**src/rtl/sockit_spi_pkg.sv**
```systemverilog
// Shared types for the sockit SPI slave: transfer FSM states and the error-pulse bundle.
package sockit_spi_pkg;

    typedef enum logic [0:0] {
        ST_IDLE = 1'b0,
        ST_XFER = 1'b1
    } state_t;

    typedef struct packed {
        logic udf;
        logic ovf;
        logic abt;
    } err_t;

    localparam err_t ERR_NONE = '{udf: 1'b0, ovf: 1'b0, abt: 1'b0};

endpackage

```
**src/rtl/sockit_spi_syn.sv**
```systemverilog
// SYN-deep synchronizer for one asynchronous SPI pin, with rise/fall detection
// taken from the last two synchronized samples.
module sockit_spi_syn
    import sockit_spi_pkg::*;
#(
    parameter int   SYN     = 2,
    parameter logic RST_VAL = 1'b0
) (
    input  logic clk,
    input  logic rst,
    input  logic d,
    output logic q,
    output logic rise,
    output logic fall
);

    logic [SYN-1:0] sync_q;
    logic [SYN-1:0] sync_d;
    logic           prev_q;
    logic           prev_d;

    // Next-state of the chain and of the one-sample history.
    always_comb begin
        sync_d = {sync_q[SYN-2:0], d};
        prev_d = sync_q[SYN-1];
    end

    // Synchronizer flops, reset to the pin's idle level so reset creates no edge.
    always_ff @(posedge clk or posedge rst) begin
        if (rst) begin
            sync_q <= {SYN{RST_VAL}};
            prev_q <= RST_VAL;
        end else begin
            sync_q <= sync_d;
            prev_q <= prev_d;
        end
    end

    assign q    = sync_q[SYN-1];
    assign rise = sync_q[SYN-1] & ~prev_q;
    assign fall = ~sync_q[SYN-1] & prev_q;

endmodule

```
**src/rtl/sockit_spi_slv.sv**
```systemverilog
// SPI slave, fully clocked by the system clock: pins are oversampled, SCLK edges
// become sample/shift events, and words move through valid/ready streams.
module sockit_spi_slv
    import sockit_spi_pkg::*;
#(
    parameter int   DW   = 8,
    parameter logic CPOL = 1'b0,
    parameter logic CPHA = 1'b0,
    parameter int   SYN  = 2
) (
    input  logic          clk,
    input  logic          rst,
    input  logic          spi_sclk,
    input  logic          spi_ss_n,
    input  logic          spi_mosi,
    output logic          spi_miso_o,
    output logic          spi_miso_e,
    input  logic          sdw_vld,
    input  logic [DW-1:0] sdw_dat,
    output logic          sdw_rdy,
    output logic          sdr_vld,
    output logic [DW-1:0] sdr_dat,
    input  logic          sdr_rdy,
    output logic          err_udf,
    output logic          err_ovf,
    output logic          err_abt
);

    localparam int            CW       = $clog2(DW);
    localparam logic [CW-1:0] CNT_LAST = CW'(DW - 1);

    logic sclk_lvl_unused, sclk_rise_s, sclk_fall_s;
    logic ss_s, ss_rise_s, ss_fall_s;
    logic mosi_s, mosi_rise_unused, mosi_fall_unused;
    logic lead_s, trail_s, smp_s, shf_s, load_s;
    logic [DW-1:0] word_s;

    state_t        state_q, state_d;
    logic [CW-1:0] cnt_q, cnt_d;
    logic [DW-2:0] rx_q, rx_d;
    logic [DW-1:0] tx_q, tx_d;
    logic          miso_e_q, miso_e_d;
    logic          sdw_rdy_q, sdw_rdy_d;
    logic          sdr_vld_q, sdr_vld_d;
    logic [DW-1:0] sdr_dat_q, sdr_dat_d;
    err_t          err_q, err_d;
    logic [SYN:0]  flush_q, flush_d;
    logic          armed_q, armed_d;

    sockit_spi_syn #(.SYN(SYN), .RST_VAL(CPOL)) u_syn_sclk (
        .clk(clk), .rst(rst), .d(spi_sclk), .q(sclk_lvl_unused), .rise(sclk_rise_s), .fall(sclk_fall_s)
    );
    sockit_spi_syn #(.SYN(SYN), .RST_VAL(1'b1)) u_syn_ss (
        .clk(clk), .rst(rst), .d(spi_ss_n), .q(ss_s), .rise(ss_rise_s), .fall(ss_fall_s)
    );
    sockit_spi_syn #(.SYN(SYN), .RST_VAL(1'b0)) u_syn_mosi (
        .clk(clk), .rst(rst), .d(spi_mosi), .q(mosi_s), .rise(mosi_rise_unused), .fall(mosi_fall_unused)
    );

    assign lead_s  = CPOL ? sclk_fall_s : sclk_rise_s;
    assign trail_s = CPOL ? sclk_rise_s : sclk_fall_s;
    assign smp_s   = CPHA ? trail_s : lead_s;
    assign shf_s   = CPHA ? lead_s : trail_s;
    assign word_s  = {rx_q, mosi_s};

    // Transfer FSM, shift registers, stream handshakes and error pulses.
    always_comb begin
        state_d   = state_q;
        cnt_d     = cnt_q;
        rx_d      = rx_q;
        tx_d      = tx_q;
        sdw_rdy_d = 1'b0;
        sdr_vld_d = sdr_vld_q & ~sdr_rdy;
        sdr_dat_d = sdr_dat_q;
        err_d     = ERR_NONE;
        load_s    = 1'b0;
        // A select that was already low at reset release must go high before it can start a word.
        flush_d   = {flush_q[SYN-1:0], 1'b1};
        armed_d   = armed_q | (flush_q[SYN] & ss_s);
        case (state_q)
            ST_IDLE: begin
                if (ss_fall_s && armed_q) begin
                    state_d = ST_XFER;
                    cnt_d   = '0;
                    rx_d    = '0;
                    load_s  = ~CPHA;
                end else begin
                    state_d = ST_IDLE;
                end
            end
            ST_XFER: begin
                if (ss_rise_s) begin
                    state_d   = ST_IDLE;
                    cnt_d     = '0;
                    rx_d      = '0;
                    tx_d      = '0;
                    err_d.abt = (cnt_q != '0);
                end else if (smp_s) begin
                    rx_d = word_s[DW-2:0];
                    if (cnt_q == CNT_LAST) begin
                        cnt_d = '0;
                        if (!sdr_vld_q || sdr_rdy) begin
                            sdr_vld_d = 1'b1;
                            sdr_dat_d = word_s;
                        end else begin
                            err_d.ovf = 1'b1;
                        end
                    end else begin
                        cnt_d = cnt_q + CW'(1);
                    end
                end else if (shf_s) begin
                    if (cnt_q == '0) begin
                        load_s = 1'b1;
                    end else begin
                        tx_d = {tx_q[DW-2:0], 1'b0};
                    end
                end else begin
                    state_d = ST_XFER;
                end
            end
            default: begin
                state_d = ST_IDLE;
            end
        endcase
        if (load_s) begin
            if (sdw_vld) begin
                tx_d      = sdw_dat;
                sdw_rdy_d = 1'b1;
            end else begin
                tx_d      = '1;
                err_d.udf = 1'b1;
            end
        end else begin
            sdw_rdy_d = 1'b0;
        end
        miso_e_d = (state_d == ST_XFER);
    end

    // State and output registers.
    always_ff @(posedge clk or posedge rst) begin
        if (rst) begin
            state_q   <= ST_IDLE;
            cnt_q     <= '0;
            rx_q      <= '0;
            tx_q      <= '0;
            miso_e_q  <= 1'b0;
            sdw_rdy_q <= 1'b0;
            sdr_vld_q <= 1'b0;
            sdr_dat_q <= '0;
            err_q     <= ERR_NONE;
            flush_q   <= '0;
            armed_q   <= 1'b0;
        end else begin
            state_q   <= state_d;
            cnt_q     <= cnt_d;
            rx_q      <= rx_d;
            tx_q      <= tx_d;
            miso_e_q  <= miso_e_d;
            sdw_rdy_q <= sdw_rdy_d;
            sdr_vld_q <= sdr_vld_d;
            sdr_dat_q <= sdr_dat_d;
            err_q     <= err_d;
            flush_q   <= flush_d;
            armed_q   <= armed_d;
        end
    end

    assign spi_miso_e = miso_e_q;
    assign spi_miso_o = miso_e_q & tx_q[DW-1];
    assign sdw_rdy    = sdw_rdy_q;
    assign sdr_vld    = sdr_vld_q;
    assign sdr_dat    = sdr_dat_q;
    assign err_udf    = err_q.udf;
    assign err_ovf    = err_q.ovf;
    assign err_abt    = err_q.abt;

endmodule

```
**config.mk**
```make
export PLATFORM = sky130hd
export DESIGN_NAME = sockit_spi_slv
export DESIGN_NICKNAME = d
export VERILOG_FILES = /design/src/rtl/sockit_spi_pkg.sv /design/src/rtl/sockit_spi_syn.sv /design/src/rtl/sockit_spi_slv.sv
export SDC_FILE = /design/constraint.sdc
export NUM_CORES = 1
export LEC_CHECK = 0
export BUFFER_PORTS_ARGS = -buffer_cell sky130_fd_sc_hd__buf_2
export CAP_MARGIN = 20
export CORE_ASPECT_RATIO = 0.9
export CORE_UTILIZATION = 45
export DETAILED_ROUTE_END_ITERATION = 8
export PLACE_DENSITY = 0.67
export SYNTH_ARGS = -nofsm -noshare
export SYNTH_HDL_FRONTEND = slang
export SYNTH_SLANG_ARGS = --single-unit
```
**constraint.sdc**
```tcl
create_clock -name clk -period 1.5 [get_ports clk]
set_input_delay 0.225 -clock clk [delete_from_list [all_inputs] [get_ports clk]]
set_output_delay 0.225 -clock clk [all_outputs]
set_load 0.03 [all_outputs]
```
==> key figures <==
Layout
  • Layout overhead on the synthesized area: 31.8%
  • Total inserted antenna cells: 0
  • Post-route standard cell area excluding fillers: 2550 sq um
  • Post-layout net count: 226
  • Share of the core filled with cells: 62.1%
  • Fill count: 318
  • Layout cell share with drive strength beyond 1: 53.6%
  • Number of standard cells in the layout, taps in and fillers out: 257

Run status
  • Failing checks: setup timing
  • Run status: finished, violations left

Global routing
  • Overall overflow remaining after global route: 0
  • Vias in the first global route: 1424
  • Maximum number of pins on one net before global-route repair: 45
  • Antenna violations before repair: 0
  • GRT Total Usage: 20.0%
  • First-pass GRT wire length: 6.80 mm

Power and ir drop
  • Part of the total power dissipated in sequential elements: 47.1%
  • Power density over the cells: 1190 nW/um^2
  • Net switching power figure: 0.000921 W
  • Peak ir drop on the vdd network: 0.829 mV
  • Design internal power: 0.00211 W
  • Leakage power: 1.25 nW
  • Gate power share: 29.4%
  • Switch share: 30.4%
  • Part of the power in the clock network: 23.5%

STA
  • Share of the clock period used by the worst path: 109%
  • Skew final: 10.8 ps
  • Hold Fails Final Rpt: 0
  • Peak clock frequency supported by timing: 611 MHz
  • Worst Slack Setup Final: -136 ps
  • RSZ-0062 raised after global routing: true
  • Final worst path period need: 1640 ps
  • Max-slew violations: 0
  • Final setup fails: 17

Synthesis
  • Area share of xor/xnor cells in the synthesized design: 0%
  • Mean instance size in the synthesized netlist: 12.8 sq um
  • Synth Area in Simple Gates: 15.5%
  • Adder-cell share of the synthesized area: 1.94%
  • Largest family of logic cells by synthesized area: simple AND/OR/NAND/NOR gates
  • Count of flip-flops with a built-in enable after synthesis: 0
  • Portion of netlist area occupied by mux cells: 7.31%
  • Synth top cells by count: sky130_fd_sc_hd__dfrtp_1, sky130_fd_sc_hd__nand3_1, sky130_fd_sc_hd__inv_1, sky130_fd_sc_hd__mux2_4, sky130_fd_sc_hd__nand2_1
  • Post-synthesis compound-gate area fraction: 13.1%
  • Post-synthesis register bit count: 44
  • Cells after Synth: 151
  • Area share of the largest cell type after synthesis: 53.1%
  • Top cells by area, synth: sky130_fd_sc_hd__dfrtp_1, sky130_fd_sc_hd__mux2_4, sky130_fd_sc_hd__o31ai_2, sky130_fd_sc_hd__dfstp_2, sky130_fd_sc_hd__nand3_1
  • Portion of the post-synthesis area used by sequential elements: 57.2%
  • Top-count cell post-synth: sky130_fd_sc_hd__dfrtp_1
  • Ys Warns: 0
  • Synthesized netlist net count: 169
  • Library cell occupying the most area in the post-synthesis netlist: sky130_fd_sc_hd__dfrtp_1
  • Netlist cell types: 40
  • Post-Synthesis Cell Area: 1930 sq um
  • Most instantiated flip-flop cell in the synthesis netlist: sky130_fd_sc_hd__dfrtp_1
  • Asr flop ratio synth: 100%

Critical path
  • Peak fanout along the critical path: 8
  • Cell chain of the critical path: inv_2 -> ha_4 -> nand4bb_4 -> buf_6 -> o32a_4 -> nor2_4 -> o31ai_2
  • Kind of critical path: reg -> reg
  • Longest individual stage delay on the worst path: 400 ps
  • Worst Setup Start Kind: flip-flop
  • Critical-path cell with the highest stage delay: sky130_fd_sc_hd__dfrtp_1
  • Arrival time of the worst setup path: 1830 ps
  • CP Capture Type: flip-flop
  • CP Buf/Inv Count: 2
  • Family of cells with the greatest summed delay on the critical path: compound AO/OA/AOI/OAI gates
  • Required time reported for the critical path endpoint: 1690 ps

Placement
  • Placed cell areas: 2290 sq um
  • Placed Cells: 242
  • HPWL Detailed: 2.69 mm
  • Total of buffers placed on input and output ports: 29
  • Routability Congestion: 0.782

Die
  • Number of rows created at floorplan: 22
  • Initial cell density of the core: 47.1%
  • Die outline width: 71.1 microns
  • Die outline height: 64.2 microns
  • Die area: 4560 sq um
  • CORE AREA: 4100 sq um
  • Top-level port count: 30

Routing
  • Number of vias in the routed layout: 1335
  • Antenna-violating nets left: 0
  • Number of vias per cell: 5.19
  • Detailed-route wire length: 3.96 mm
  • DR DRC count: 0
  • Number of design-rule violations left by the first detailed-router iteration: 98
  • DR WL/cell: 15.4 microns
  • Initial DRT Pass Iterations: 6

Clocking
  • Max Root-Sink Buffers: 2
  • Cell chosen for the clock root: sky130_fd_sc_hd__clkbuf_8
  • Number of clock sinks: 44
  • Maximum level of the CTS H-tree: 2
  • Clock transition at path regs: 80 ps
  • Number of buffers inserted during clock tree synthesis: 5
  • Insertion delay to the later sink of the worst-skew pair: 300 ps
  • Clock tree from TritonCTS: done

Hold path
  • Path category of the worst min-delay check: in -> reg

Run
  • Number of maximum-capacitance constraint violations: 0
-- power groups by stage --
stage	clock (W)	combinational, W	sequential (W)
finish	0.000711	0.000892	0.00143
global route	0.000790	0.000957	0.00145
CTS	0.000737	0.000843	0.00142
detailed placement	0	0.000658	0.00144
global placement	0	0.000623	0.00143
floorplan	0	0.000408	0.00145
-- sequential cells by signal, indices dropped and copies added (netlist names), 2 cells and up --
name / cells
tx_q: 8
flush_q: 3
cnt_q: 3
u_syn_mosi.sync_q: 2
rx_q: 7
u_syn_ss.sync_q: 2
u_syn_sclk.sync_q: 2
sdr_dat: 8
-- worst register-to-register path: cells and delay by family, from the launching register on --
family | cells | cell delay, ps
AO/OA/AOI/OAI | 2 | 470
flip-flops | 1 | 400
buffers and inverters | 2 | 230
AND/OR/NAND/NOR | 2 | 270
adder cells (fa/ha/maj) | 1 | 150
-- per-layer routing --
| layer | wire length [microns] | GRT usage, % |
|---|---|---|
| met1 | 1770 | 24.3 |
| met2 | 2010 | 33.7 |
| met3 | 130 | 6.62 |
| met4 | 56 | 6.50 |
| met5 | 0 | 0 |
-- final timing paths --
check                                           from              endpoint  slack, ps  depth (start not counted)
worst min register to register  u_syn_mosi.sync_q[0]  u_syn_mosi.sync_q[1]        350                          0
worst max-delay path                        cnt_q[1]               tx_q[4]       -140                          7
max in group asynchronous                        rst       u_syn_ss.prev_q        720                          4
worst min-delay path                        spi_ss_n    u_syn_ss.sync_q[0]         20                          1
worst max register to register              cnt_q[1]               tx_q[4]       -140                          7
min in group asynchronous                        rst               tx_q[4]        520                          4
-- cells by family after synthesis --
kind of cell	Yosys count
other	1
buffers and inverters	17
DFF	44
and+or+nand+nor	49
adders and majority gates	3
AOI/OAI and AO/OA	27
muxes	10
-- cell type report --
type	instances	area, sq um	area share [%]
Tap cell	48	60.1	2.36
Timing Repair Buffer	58	414	16.2
Multi-Input combinational cell	90	853	33.5
Sequential cell	44	1110	43.4
Inverter	9	33.8	1.33
Clock inverter	1	5.00	0.196
Clock buffer	7	76.3	2.99
-- layout by cell type, fill, tap and decap left out, drive strengths merged --
| cell | count |
|---|---|
| clkinv | 1 |
| and2 | 3 |
| a21o | 1 |
| nand2 | 8 |
| nand2b | 3 |
| dfrtp | 41 |
| a21bo | 1 |
| conb | 1 |
| and2b | 1 |
| o31ai | 8 |
| nor3 | 1 |
| inv | 9 |
| a211oi | 1 |
| clkbuf | 7 |
| nand4bb | 2 |
| nor2 | 8 |
| o32a | 1 |
| nand3b | 1 |
| ha | 3 |
| mux2i | 1 |
| dfstp | 3 |
| o41ai | 2 |
| nand3 | 12 |
| nor2b | 2 |
| dlygate4sd3 | 1 |
| nand4b | 1 |
| buf | 57 |
| a21oi | 7 |
| mux2 | 9 |
| o21ai | 6 |
| nand4 | 7 |
-- metrics by stage --
stage	setup TNS [ps]	worst slack [ps]	hold WS [ps]	total power (W)
2_1_floorplan	-525	-40.6	229	0.00186
3_3_place_gp	-598	-60.4	299	0.00205
3_5_place_dp	-1760	-156	305	0.00210
4_1_cts	-1360	-111	14.6	0.00300
5_1_grt	-2520	-181	6.96	0.00319
6_report	-1690	-136	23.9	0.00303
-- repair_timing --
item,4_1_cts,5_1_grt
resized for setup,20,10
cloned,1,0
hold buffers,1,0
pin swaps,10,0
setup endpoints to repair,21,25
hold endpoints to repair,41,0
buffers inserted,4,1
No activity file was read; power rests on OpenSTA's default activity.
